### src/rtl/xor_rr_scheduler.sv
// rtl/xor_rr_scheduler.sv - round-robin shared XOR datapath with one-entry result slot
module xor_bitwise #(
  parameter int WIDTH = 16
) (
  input  logic [WIDTH-1:0] a,
  input  logic [WIDTH-1:0] b,
  output logic [WIDTH-1:0] y
);
  assign y = a ^ b;
endmodule

module xor_rr_scheduler #(
  parameter int WIDTH = 16,
  parameter int N     = 4,
  localparam int ID_W = $clog2(N)
) (
  input  logic               clk,
  input  logic               rst,
  input  logic [N-1:0]       req_valid,
  input  logic [N*WIDTH-1:0] req_a,
  input  logic [N*WIDTH-1:0] req_b,
  output logic [N-1:0]       req_ready,
  output logic               res_valid,
  output logic [WIDTH-1:0]   res_data,
  output logic [ID_W-1:0]    res_id,
  input  logic               res_ready,
  output logic [15:0]        op_count
);
  localparam logic [ID_W-1:0] LAST  = ID_W'(N - 1);
  localparam logic [ID_W:0]   N_EXT = (ID_W + 1)'(N);

  logic [ID_W-1:0]  ptr;
  logic [2*N-1:0]   dbl;
  logic [N-1:0]     rot;
  logic [ID_W-1:0]  off;
  logic [ID_W:0]    sum;
  logic [ID_W-1:0]  g;
  logic             found;
  logic             space;
  logic             grant;
  logic [WIDTH-1:0] a_sel;
  logic [WIDTH-1:0] b_sel;
  logic [WIDTH-1:0] x_res;

  // Rotate requests so ptr sits at bit 0; the lowest set bit is the winner's offset.
  always_comb begin
    dbl   = {req_valid, req_valid} >> ptr;
    rot   = dbl[N-1:0];
    found = 1'b0;
    off   = '0;
    for (int k = N - 1; k >= 0; k--) begin
      if (rot[k]) begin
        found = 1'b1;
        off   = ID_W'(k);
      end
    end
    sum = {1'b0, ptr} + {1'b0, off};
    if (sum >= N_EXT) sum = sum - N_EXT;
    g = sum[ID_W-1:0];
  end

  assign space     = !res_valid || res_ready;
  assign grant     = space && found && !rst;
  assign req_ready = grant ? (N'(1) << g) : '0;

  always_comb begin
    a_sel = '0;
    b_sel = '0;
    for (int i = 0; i < N; i++) begin
      if (g == ID_W'(i)) begin
        a_sel = req_a[i*WIDTH +: WIDTH];
        b_sel = req_b[i*WIDTH +: WIDTH];
      end
    end
  end

  xor_bitwise #(.WIDTH(WIDTH)) u_xor (
    .a (a_sel),
    .b (b_sel),
    .y (x_res)
  );

  always_ff @(posedge clk) begin
    if (rst) begin
      res_valid <= 1'b0;
      res_data  <= '0;
      res_id    <= '0;
      op_count  <= '0;
      ptr       <= '0;
    end else if (grant) begin
      res_valid <= 1'b1;
      res_data  <= x_res;
      res_id    <= g;
      op_count  <= op_count + 16'd1;
      ptr       <= (g == LAST) ? '0 : g + 1'b1;
    end else if (res_valid && res_ready) begin
      res_valid <= 1'b0;
    end
  end
endmodule

### config.mk
export PLATFORM = sky130hd
export DESIGN_NAME = xor_rr_scheduler
export DESIGN_NICKNAME = d
export VERILOG_FILES = /design/src/rtl/xor_rr_scheduler.sv
export SDC_FILE = /design/constraint.sdc
export NUM_CORES = 1
export LEC_CHECK = 0
export CORE_MARGIN = 4
export CORE_UTILIZATION = 40
export CTS_CLUSTER_DIAMETER = 150
export DETAILED_ROUTE_END_ITERATION = 12
export MAX_ROUTING_LAYER = met4
export PLACE_DENSITY = 0.92
export RECOVER_POWER = 25
export SKIP_CTS_REPAIR_TIMING = 1
export SYNTH_ARGS = -nofsm -noshare
export SYNTH_HDL_FRONTEND = slang
export SYNTH_SLANG_ARGS = --single-unit
### constraint.sdc
create_clock -name clk -period 7.2 [get_ports clk]
set_input_delay 0.72 -clock clk [delete_from_list [all_inputs] [get_ports clk]]
set_output_delay 0.72 -clock clk [all_outputs]
set_load 0.02 [all_outputs]
## Word-level counts from Yosys, hierarchy flattened

Cells that the tools add are included.

- Bits of input ports: 135
- Output and inout port bits: 39
- Bits in registers: 37

- Bitwise gates (word level): 1
- Reduce and logical (&&, ||, !) cells: 8
- Muxes and demuxes: 21
- Magnitude comparators: 1
- Shift-type cells: 2
- Eq/ne operators: 3
- Add/subtract/negate cells: 4

Operators with widths:

| kind | count |
|---|---|
| $mux W16 | 8 |
| $add A16 B1 Y16 const B | 1 |
| $xor A16 B16 Y16 | 1 |
| $mux W2 | 6 |
| $shr A8 B2 Y4 | 1 |
| $mux W1 | 6 |
| $eq A2 B2 Y1 const B | 2 |
| $mux W4 | 1 |
| $shl A1 B2 Y4 const A | 1 |
| $add A2 B2 Y3 | 1 |
| $ge A3 B3 Y1 const B | 1 |
| $logic_and A1 B1 Y1 | 3 |
| $add A2 B1 Y2 const B | 1 |
| $eq A2 B1 Y1 const B | 1 |
| $logic_not A1 Y1 | 2 |
| $logic_not A2 Y1 | 1 |
| $reduce_bool A2 Y1 | 1 |
| $sub A2 B1 Y2 const B | 1 |
| $logic_or A1 B1 Y1 | 1 |

## Logic depth before layout (Yosys ltp)

- Word-level depth: 14
- Mapped depth: 14
- Depth with buffers taken out: 12

## Modules after synthesis

From an unflattened synthesis, not the netlist that was laid out.

- Cell total of the unflattened synthesis: 403
- Area total of the unflattened synthesis: 2787.7 µm²

By module, submodules not included:

| module | instances | cells an instance | area an instance (µm²) |
|---|---|---|---|
| xor_rr_scheduler | 1 | 387 | 2647.5 |
| xor_bitwise | 1 | 16 | 140.1 |

## Least setup slack after synthesis

Ideal clock, no wire load.

- Path kind: input -> output
- Start: input req_valid[2]
- End: output req_ready[1]
- Buffers on the path: 3
- Slack: 3.595 ns
- Data required time: 6.480 ns
- Stages: 10
- Arrival time: 2.885 ns
- Cells stage by stage: buf_6 -> or4_1 -> o211ai_1 -> ha_1 -> xnor2_1 -> xnor2_1 -> ha_1 -> clkbuf_1 -> clkbuf_1 -> and2_1

- Longest elaborated chain between the ends: 10

RTL lines:

| item | line | RTL |
|---|---|---|
| start: declaration | 19 | `input logic [N-1:0] req_valid,` |
| $shr A8 B2 Y4 * | 47 | `dbl = {req_valid, req_valid} >> ptr;` |
| $mux W2 (4 in series) | 52 | `if (rot[k]) begin` |
| $add A2 B2 Y3 | 57 | `sum = {1'b0, ptr} + {1'b0, off};` |
| $ge A3 B3 Y1 or $sub A2 B1 Y2 (tied branches) | 58 | `if (sum >= N_EXT) sum = sum - N_EXT;` |
| $mux W2 | 58 |  |
| $shl A1 B2 Y4 | 64 | `assign req_ready = grant ? (N'(1) << g) : '0;` |
| $mux W4 * | 64 |  |
| end: declaration | 22 | `output logic [N-1:0] req_ready,` |

Every way passes the cells marked *; elsewhere a longest branch is shown, timed or not.

## Final worst setup path

Ends and elaborated chain as after synthesis.

==> results.md <==
* Max frequency at 0.2122 GHz
* Routed vias at about 3.0k
* Synth Register Bits at 37
* Startpoint Class: primary input
* XOR/XNOR Fraction of Synth Area at 0.2559
* First-pass DRT Iterations at 4
* Logic pwr share at 0.569
* Max-cap violations at 1
* Endpoints failing hold at 0
* Total power at 1.147 mW
* Clk buf depth at 2
* DR iter-0 viols at 99
* Hold-critical path endpoint: res_id[0]
* Root buffer cell: clkbuf_8
* H-tree depth at 2
* CTS Buf Count at 5
* Total wire length at 9.089 mm
* Syn_nets at 488
* Cells after Synth at 347
* Switching share of power at 0.4139
* Fin area at 4547 sq um
* EDFF count, synth at 0
* Flop pwr share at 0.246
* Maximum fanout along the worst path at 18
* Worst Hold Depth at 2
* Tcrit/Tclk final at 0.6544
* Synth area leaders: dfxtp_1 (27%), xor2_1 (14%), a21oi_1 (12%), xnor2_1 (12%), o21ai_0 (5.9%)
* First-pass GRT wire length at around 14 mm
* Dpl cells at between 500 and 600
* # diodes at 0
* Psw at 0.4750 mW
* Peak supply drop at roughly 0.15 mV
* Reg2reg path depth at 11
* Synthesis warning total at 0
* Hold Crit Start: res_id[0]
* Failing checks: max-capacitance violations, max-slew violations
* Commonest non-fill, non-tap cell in the layout: clkdlybuf4s50_1
* IO Pins at roughly 170
* Endpoint class of the critical path: primary output
* Post-layout min period at 4.712 ns
* Reg2Reg Setup Slack at 3.63 ns
* Worst-skew pair later-pin latency at 0.29 ns
* TritonCTS clock tree: yes
* Final worst-path setup slack at between 2 and 2.5 ns
* Dpl ws at 2.483 ns
* DP Wirelength at 7.443 mm
* Post-synthesis compound-gate area fraction at 0.2193
* Core area at roughly 6500 sq um
* Cell Rows at 29
* Nets@finish at 647
* GP Congestion at 0.8368
* Utilization after layout at 0.7040
* Setup TNS at 0 ns
* Final slew viol count at 6
* Initial Util at 0.4186
* CP Class: in2out
* Vias/cell at 5.205
* Number of global-route vias before repair at 3116
* Critical Path RT at between 6 and 7 ns
* Worst-Margin Slew at 1.554 ns
* Die area at 8139 sq um
* Worst hold path type: reg2reg
* Post-DRT Antenna Nets at 0
* CP arrival at around 4.0 ns
* Avg Cell Area, Syn at ~8 sq um
* Share of cells above drive strength 1 at 0.03550
* Die width at 90.22 um
* FF+latch area at about 740 sq um
* Worst r2r dst: res_data[0]
* Final Non-Filler Cells at 584
* Clock power share at 0.185
* Async set-reset flop share out of synthesis at 0
* Largest net degree at the start of global routing at 34
* Initial antenna violation count at 0
* Leakage at 1.719 nW
* Clock sinks at 37
* Most frequent cells in the layout: clkdlybuf4s50_1 (155), a21oi_1 (66), xor2_1 (42), xnor2_1 (37), dfxtp_1 (37)
* RR Startpoint: ptr[0]
* Area leader, netlist: dfxtp_1
* Largest family of logic cells by synthesized area: XOR/XNOR gates
* Skew final at around 0.0067 ns
* Final Setup Violations at 0
* Clock-pin slew on the worst setup and hold paths at around 0.07 ns
* Internal power at 0.6725 mW
* Placed inst area at 4428 sq um
* Final Hold Slack at 0.4866 ns
* RSZ-0062 raised after global routing: no
* Share of the synthesized area in the top cell type at 0.2739
* Predominant post-synthesis flop cell: dfxtp_1
* Slew HR at -0.04533
* Post-synthesis cell area at 2704 sq um
* Fillcell total at 473
* Post-synthesis mux area share at 0
* Routed len/inst at about 16 um
* Pwr/cell area at 252.4 nW/um^2
* DRC viols at 0
* Post-synthesis sequential area ratio at 0.2739
* Count of cell types in the netlist at 35
* Congestion Overflow GR at 0
* Simple-gate share of the synthesized area at 0.1643
* Die Ht at 90.22 um
* Outcome: finished with violations
* Syn-to-layout area delta at 68.16%
* Port Buffers at 173
* Global Route Usage Sum at 0.2179
* Adder-Cell Fraction of Synth Area at 0.02776
* Area of the multi-input gates at 1795 sq um
worst max path at each step:
stage	from	endpoint	slack, ns	cells after the start
final	req_valid[2]	req_ready[1]	2.49	9
after global routing	req_valid[0]	req_ready[1]	2.18	10
after CTS	req_valid[0]	req_ready[1]	2.45	10
after detailed placement	req_valid[0]	req_ready[1]	2.48	10
after global placement	req_valid[2]	req_ready[1]	2.56	9
after floorplan	req_valid[2]	req_ready[1]	3.59	10
sequential cells by signal, indices dropped and copies added (netlist names):
name / count
res_valid: 1
ptr: 2
op_count: 16
res_id: 2
res_data: 16
power by group through the flow:
stage / combinational (mW) / clock (mW) / sequential (mW)
after global routing: 0.713 / 0.225 / 0.288
after CTS: 0.668 / 0.215 / 0.283
final: 0.653 / 0.212 / 0.282
after detailed placement: 0.666 / 0 / 0.287
after floorplan: 0.346 / 0 / 0.332
after global placement: 0.643 / 0 / 0.284
synthesized netlist by cell type, drive strengths merged (3+ instances only):
cell type / number
nand2: 28
buf: 10
o21ai: 34
xnor2: 37
a21oi: 68
o211ai: 3
nor3: 3
and2: 4
nor2: 20
inv: 7
nand3: 8
dfxtp: 37
xor2: 42
and3: 4
nand2b: 3
nand4: 5
clkbuf: 14
ha: 6
nor4: 3
metal layers:
metal,GRT usage,up-vias,share of wire
met5,-,-,0
met4,0.07526,0,0.031
met3,0.05843,24,0.064
met2,0.4207,119,0.54
met1,0.2061,1394,0.36
li1,-,1503,-
critical path: stages:
cell and delay [ns]:
clkdlybuf4s50_1 0.54, or4_1 0.54, o211ai_1 0.11, ha_1 0.19, xnor2_1 0.07, xnor2_1 0.31, ha_1 0.66, and2_1 0.22
clkdlybuf4s50_1 0.60
cell type report:
class,instances,share of cell area
clock buffers,5,0.01513
multi-input cells,279,0.3949
well taps,77,0.02119
repair buffers,176,0.3858
flip-flops and latches,37,0.1629
inverters,7,0.005779
clock inverters,3,0.01431
kinds of logic (layout without fill, tap and decap cells):
kind of cell | count (synthesis) | after routing
AO/OA/AOI/OAI | 111 | 111
AND/OR/NAND/NOR | 83 | 83
XOR/XNOR | 79 | 79
flip-flops | 37 | 37
buffers and inverters | 31 | 191
adder cells (fa/ha/maj) | 6 | 6
No activity file was read; power rests on OpenSTA's default activity.
